[src/rtl/gate_sweep_pkg.sv]
// Shared constants for the gate sweep sequencer: FSM state encodings,
// truth tables for the common 2-input cells, and a counter-width helper.
package gate_sweep_pkg;

  // FSM state encodings (3-bit, legacy-compatible constants)
  localparam logic [2:0] ST_IDLE   = 3'd0;
  localparam logic [2:0] ST_DRIVE  = 3'd1;
  localparam logic [2:0] ST_SETTLE = 3'd2;
  localparam logic [2:0] ST_SAMPLE = 3'd3;
  localparam logic [2:0] ST_DONE   = 3'd4;

  // Expected gate output indexed by {in1,in2}
  localparam logic [3:0] TT_OR   = 4'b1110;
  localparam logic [3:0] TT_AND  = 4'b1000;
  localparam logic [3:0] TT_NOR  = 4'b0001;
  localparam logic [3:0] TT_NAND = 4'b0111;
  localparam logic [3:0] TT_XOR  = 4'b0110;

  // Bits needed to hold values 0..n-1, never less than one.
  function automatic int ceil_w(input int n);
    return (n > 1) ? $clog2(n) : 1;
  endfunction

endpackage

[src/rtl/gate_sweep_timer.sv]
// Settle-window down-counter. A load pulse arms it with SETTLE_CYC-1 so that
// the zero flag is seen after exactly SETTLE_CYC enabled cycles.
module gate_sweep_timer
  import gate_sweep_pkg::*;
#(
  parameter int SETTLE_CYC = 2
) (
  input  logic clk,
  input  logic rst,
  input  logic load,
  input  logic en,
  output logic zero
);

  localparam int            W        = ceil_w(SETTLE_CYC);
  localparam logic [W-1:0]  LOAD_VAL = W'(SETTLE_CYC - 1);

  logic [W-1:0] cnt;

  // Load wins over counting; the count parks at zero once reached.
  always_ff @(posedge clk) begin
    // NOTE: non-blocking assignments so every flop samples pre-edge values.
    if (rst)                    cnt <= '0;
    else if (load)              cnt <= LOAD_VAL;
    else if (en && cnt != '0)   cnt <= cnt - 1'b1;
  end

  assign zero = (cnt == '0);

endmodule

[src/rtl/gate_sweep_ctrl.sv]
// Exhaustive sweep sequencer for a single 2-input gate cell. Drives the four
// input vectors, waits a settle window, compares the gate output against a
// latched truth table and counts mismatches.
// Optional macro GATE_SWEEP_ERRLOG_EN adds fail_vld/fail_vec/fail_val, which
// capture the first mismatching vector of a sweep and its sampled output.
module gate_sweep_ctrl
  import gate_sweep_pkg::*;
#(
  parameter int SETTLE_CYC = 2,
  parameter int NUM_PASSES = 1,
  parameter int ERR_W      = 4
) (
  input  logic             clk,
  input  logic             rst,
  input  logic             start,
  input  logic [3:0]       truth_tbl,
  input  logic             dut_out,
  output logic             dut_in1,
  output logic             dut_in2,
  output logic             busy,
  output logic             done,
  output logic             pass,
  output logic [ERR_W-1:0] err_cnt
`ifdef GATE_SWEEP_ERRLOG_EN
  ,
  output logic             fail_vld,
  output logic [1:0]       fail_vec,
  output logic             fail_val
`endif
);

  localparam int               PW        = ceil_w(NUM_PASSES);
  localparam logic [PW-1:0]    LAST_PASS = PW'(NUM_PASSES - 1);
  localparam logic [ERR_W-1:0] ERR_MAX   = '1;

  logic [2:0]    state;
  logic [3:0]    tt_q;
  logic [1:0]    vec;
  logic [PW-1:0] pass_idx;
  logic          timer_zero;
  logic          mismatch;

  // NOTE: case inequality so an X or Z on the gate output is a mismatch
  // rather than an unknown compare that would silently be skipped.
  assign mismatch = (dut_out !== tt_q[vec]);

  gate_sweep_timer #(
    .SETTLE_CYC (SETTLE_CYC)
  ) u_timer (
    .clk  (clk),
    .rst  (rst),
    .load (state == ST_DRIVE),
    .en   (state == ST_SETTLE),
    .zero (timer_zero)
  );

  // Sweep FSM with vector/pass counters, compare and saturating error count.
  always_ff @(posedge clk) begin
    if (rst) begin
      state    <= ST_IDLE;
      tt_q     <= '0;
      vec      <= '0;
      pass_idx <= '0;
      dut_in1  <= 1'b0;
      dut_in2  <= 1'b0;
      busy     <= 1'b0;
      done     <= 1'b0;
      pass     <= 1'b0;
      err_cnt  <= '0;
    end else begin
      done <= 1'b0;
      case (state)
        ST_IDLE: begin
          if (start) begin
            tt_q     <= truth_tbl;
            err_cnt  <= '0;
            pass     <= 1'b0;
            vec      <= '0;
            pass_idx <= '0;
            busy     <= 1'b1;
            state    <= ST_DRIVE;
          end
        end
        ST_DRIVE: begin
          dut_in1 <= vec[1];
          dut_in2 <= vec[0];
          state   <= ST_SETTLE;
        end
        ST_SETTLE: begin
          if (timer_zero) state <= ST_SAMPLE;
        end
        ST_SAMPLE: begin
          if (mismatch && err_cnt != ERR_MAX) err_cnt <= err_cnt + 1'b1;
          if (vec != 2'd3) begin
            vec   <= vec + 2'd1;
            state <= ST_DRIVE;
          end else if (pass_idx != LAST_PASS) begin
            vec      <= '0;
            pass_idx <= pass_idx + 1'b1;
            state    <= ST_DRIVE;
          end else begin
            // Verdict folds in this final sample, so done and pass align.
            done  <= 1'b1;
            pass  <= (err_cnt == '0) && !mismatch;
            state <= ST_DONE;
          end
        end
        ST_DONE: begin
          dut_in1 <= 1'b0;
          dut_in2 <= 1'b0;
          busy    <= 1'b0;
          state   <= ST_IDLE;
        end
        default: state <= ST_IDLE;
      endcase
    end
  end

`ifdef GATE_SWEEP_ERRLOG_EN
  // First-mismatch capture; later mismatches in the same sweep are ignored.
  always_ff @(posedge clk) begin
    if (rst || (state == ST_IDLE && start)) begin
      fail_vld <= 1'b0;
      fail_vec <= '0;
      fail_val <= 1'b0;
    end else if (state == ST_SAMPLE && mismatch && !fail_vld) begin
      fail_vld <= 1'b1;
      fail_vec <= vec;
      fail_val <= dut_out;
    end
  end
`endif

endmodule

[config.mk]
export PLATFORM = sky130hd
export DESIGN_NAME = gate_sweep_ctrl
export DESIGN_NICKNAME = d
export VERILOG_FILES = /design/src/rtl/gate_sweep_pkg.sv /design/src/rtl/gate_sweep_timer.sv /design/src/rtl/gate_sweep_ctrl.sv
export SDC_FILE = /design/constraint.sdc
export NUM_CORES = 1
export LEC_CHECK = 0
export CAP_MARGIN = 20
export CORE_ASPECT_RATIO = 0.9
export CORE_MARGIN = 2
export CORE_UTILIZATION = 40
export DETAILED_ROUTE_END_ITERATION = 8
export PLACE_DENSITY = 0.62
export SYNTH_ARGS = -nofsm -noshare
export SYNTH_HDL_FRONTEND = slang
export SYNTH_SLANG_ARGS = --single-unit
[constraint.sdc]
create_clock -name clk -period 2 [get_ports clk]
set_input_delay 0.2 -clock clk [delete_from_list [all_inputs] [get_ports clk]]
set_output_delay 0.2 -clock clk [all_outputs]
set_load 0.02 [all_outputs]
==> flow_summary.json, run 1 <==
{
  "synthToLayoutAreaGrowth_pct": 23.93,
  "grt_pass1_wl_um": 3077,
  "synth_edf_count": 0,
  "internal_power_w": 0.0005496,
  "post-synth-top-count-cell": "sky130_fd_sc_hd__dfxtp_1",
  "worst-r2r-cell-count": 4,
  "cpPeakStageDelay_ns": 0.54,
  "finClkSkew_ns": 0.01107,
  "grt_max_degree": 20,
  "layout.filler_cells": 222,
  "final_hold_viol_count": 0,
  "synth_cell_types": 30,
  "totalWireLength_um": 1767,
  "switching_share": 0.2825,
  "stdcell_area_sq_um": 1089,
  "grt_util_met3": 0.05556,
  "setup.worst_path.end": "err_cnt[3]$_SDFFE_PP0P_",
  "clk_transition_reported_paths_ns": 0.11,
  "final-max-slew-violation-count": 0,
  "startpoint_type": "flop",
  "antenna_cells_inserted": 0,
  "critical_path.reg2reg.startpoint": "vec[0]$_SDFFE_PP0P_",
  "ys_dominant_reg_cell": "sky130_fd_sc_hd__dfxtp_1",
  "post-route-drc-count": 0,
  "firstDrtPassIters": 4,
  "criticalPathCategory": "reg -> reg",
  "async_set_or_reset_flop_fraction_in_the_synthesized_netlist": 0,
  "syn-instance-count": 103,
  "postSynthRegisterBits": 19,
  "final-seq-area_sq_um": 381.6,
  "period_share": 0.9429,
  "port_buffers": 16,
  "origin_of_the_worst_setup_path": "vec[0]$_SDFFE_PP0P_",
  "slew_headroom": 0.5448,
  "die_x_um": 53.40,
  "timing.critical_path.fanout_max": 9,
  "yosysWarningCount": 0,
  "clock_latency_reported_for_the_late_side_of_the_worst_skew_pair_ns": 0.29,
  "unrepaired_setup_endpoints_after_global_routing": "false",
  "transition_time_of_the_tightest_slew_check_pin_ns": 0.6807,
  "cts_tree": "built",
  "via_count": 774,
  "floorplan.initialDensity": 0.4139,
  "cts.sink_count": 19,
  "cellLeakagePower_nw": 0.3658,
  "detailed_place.area_sq_um": 1061,
  "cts_hold_buf": 0,
  "drtIter0Drc": 15,
  "power_switching_w": 0.0002164,
  "combinationalPowerShare": 0.193,
  "setup_viol": 0,
  "htree_num_levels": 1,
  "met2_demand_to_capacity_share_in_global_routing": 0.2346,
  "num_cts_buffers": 3,
  "clock-root-buffer": "sky130_fd_sc_hd__clkbuf_4",
  "ys_seq_area_frac": 0.4330,
  "ios": 17,
  "netlist_area_sq_um": 878.3,
  "netlist_top_cells_area": "sky130_fd_sc_hd__dfxtp_1 43%, sky130_fd_sc_hd__a21oi_1 6.8%, sky130_fd_sc_hd__nand2_1 6.0%",
  "maxClockFrequency_mhz": 530.3,
  "path_depth": 4,
  "timing.critical_path.required_ns": 2.22,
  "routabilityCongestion": 0.7184,
  "power_frac_seq": 0.564,
  "outcome": "completed",
  "worst-endpoint-arrival_ns": 2.10,
  "whs_ns": 0.4457,
  "worst_ir_drop_vdd_uv": 486.2,
  "max_cap_viol_count": 0,
  "placement_rows": 16,
  "timing.final.crit_period_ns": 1.886,
  "grt_remaining_overflow": 0,
  "core_region_area_sq_um": 2122,
  "post-dp-hpwl_um": 1247,
  "cts-root-to-sink-buffers": 2,
  "setup_total_negative_slack_ns": 0,
  "kind_of_cell_adding_the_most_delay_to_the_critical_path": "multiplexers",
  "post_cts_resized": 0,
  "synth.net_count": 114,
  "synth.avg_cell_area_sq_um": 8.528,
  "floorplan.die_area_sq_um": 2587,
  "multi_input_comb_area_sq_um": 464.2,
  "yosys.area.top_type": "sky130_fd_sc_hd__dfxtp_1",
  "die-height_um": 48.46,
  "busiest_layer_in_global_routing": "met2",
  "standard_cell_with_the_maximum_stage_delay_on_the_critical_path": "sky130_fd_sc_hd__mux4_2",
  "worst_hold_path_type": "in -> reg",
  "route.detailed.wl_per_inst_um": 12.10,
  "vias_per_cell": 5.301,
  "first_global_vias": 704,
  "pwr-share-clk": 0.243,
  "worstPathCellList": "mux4_2 > xnor2_2 > or4_1 > a31oi_1",
  "layout-drive-gt1-share": 0.07563,
  "worst-path-buf-inv": 0,
  "rr_endpoint": "err_cnt[3]$_SDFFE_PP0P_",
  "post_cts.repair.setup_buffers": 0,
  "synth_common_cells": "19 x sky130_fd_sc_hd__dfxtp_1, 14 x sky130_fd_sc_hd__nand2_1, 12 x sky130_fd_sc_hd__a21oi_1, 9 x sky130_fd_sc_hd__nor2_1",
  "antenna_found_initial": 0,
  "reg2reg_setup_slack_ns": 0.11,
  "power_density_nw_per_um2": 703.7,
  "use_met1": 0.2205,
  "setup.worst_path.end_class": "flop",
  "finalNetCount": 131,
  "ant_nets": 0,
  "synth.top_cell.area_share": 0.4330,
  "global_route.usage.total": 0.1625
}
==> sequential cells by signal, indices dropped and copies added, names as in the netlist <==
name         cells
err_cnt          4
state            3
busy             1
u_timer.cnt      1
dut_in1          1
dut_in2          1
tt_q             4
pass             1
done             1
vec              2
==> power groups by stage <==
stage	clock [W]	sequential, W	combinational [W]
after floorplan	0	0.000426	0.000112
after global placement	0	0.000440	0.000146
after detailed placement	0	0.000441	0.000147
after CTS	0.000199	0.000432	0.000149
after global routing	0.000222	0.000438	0.000167
final	0.000186	0.000432	0.000148
==> metrics by stage <==
stage	std cells	total power, W	setup slack [ns]	utilization
4_1_cts	146	0.0007795	0.03950	0.5124
6_report	146	0.0007661	0.1143	0.5130
2_1_floorplan	103	0.0005383	0.1851	-
5_1_grt	146	0.0008273	0.02519	0.5130
3_5_place_dp	142	0.0005879	0.05672	0.5000
3_3_place_gp	142	0.0005859	0.1285	0.5000
==> area by class of cell <==
cell class	instances	share of cell area
repair buffers	17	0.1540
clock buffers	4	0.02414
multi-input cells	75	0.4264
flip-flops and latches	19	0.3506
inverters	4	0.01379
well taps	27	0.03103
==> worst reg2reg max path, cell delays in order, from the launching register on <==
cell                      delay, ns
sky130_fd_sc_hd__dfxtp_2       0.39
sky130_fd_sc_hd__mux4_2        0.54
sky130_fd_sc_hd__xnor2_2       0.21
sky130_fd_sc_hd__or4_1         0.52
sky130_fd_sc_hd__a31oi_1       0.16
==> layer usage <==
| layer | vias to the layer above | part of all wire |
|---|---|---|
| li1 | 402 | - |
| met1 | 356 | 0.50 |
| met2 | 14 | 0.46 |
| met3 | 2 | 0.027 |
| met4 | 0 | 0.011 |
| met5 | - | 0 |
==> kinds of logic after synthesis <==
group           after synthesis  share of synthesized area
compound gates               29                     0.2037
xor+xnor                      2                    0.02850
fa+ha+maj                     3                    0.04274
buf+inv                       9                    0.03846
flops                        19                     0.4330
mux                           1                    0.02564
simple gates                 40                     0.2279
==> worst min-delay path by stage <==
stage / end / cells after the start / slack (ns) / startpoint
floorplan: tt_q[0]$_SDFFE_PP0P_ / 2 / 0.34 / truth_tbl[0]
global placement: tt_q[1]$_SDFFE_PP0P_ / 2 / 0.45 / tt_q[1]$_SDFFE_PP0P_
detailed placement: tt_q[3]$_SDFFE_PP0P_ / 2 / 0.45 / tt_q[3]$_SDFFE_PP0P_
CTS: tt_q[0]$_SDFFE_PP0P_ / 3 / 0.43 / truth_tbl[0]
global route: tt_q[2]$_SDFFE_PP0P_ / 3 / 0.45 / truth_tbl[2]
finish: tt_q[0]$_SDFFE_PP0P_ / 3 / 0.45 / truth_tbl[0]
==> cells in the final DEF, fill, tap and decap left out, drive strengths merged, types with 3 or more instances in the layout <==
| master | netlist | routed |
|---|---|---|
| nor2 | 9 | 9 |
| ha | 3 | 3 |
| nand3 | 3 | 3 |
| a21oi | 12 | 12 |
| dfxtp | 19 | 19 |
| o21ai | 5 | 5 |
| nand2 | 14 | 14 |
| clkdlybuf4s50 | 0 | 16 |
| inv | 4 | 4 |
| clkbuf | 5 | 4 |
No activity file was read; power rests on OpenSTA's default activity.
==> run 2: changes to the inputs <==
- CAP_MARGIN: 20 -> unset
- HOLD_SLACK_MARGIN: unset -> 0.03
==> results of run 2 <==
No change in the layout: final DEF, timing and power equal those of run 1.
==> run 3: changes to the inputs <==
- SKIP_LAST_GASP: unset -> 1
==> results of run 3 <==
No change in the layout: final DEF, timing and power equal those of run 1.
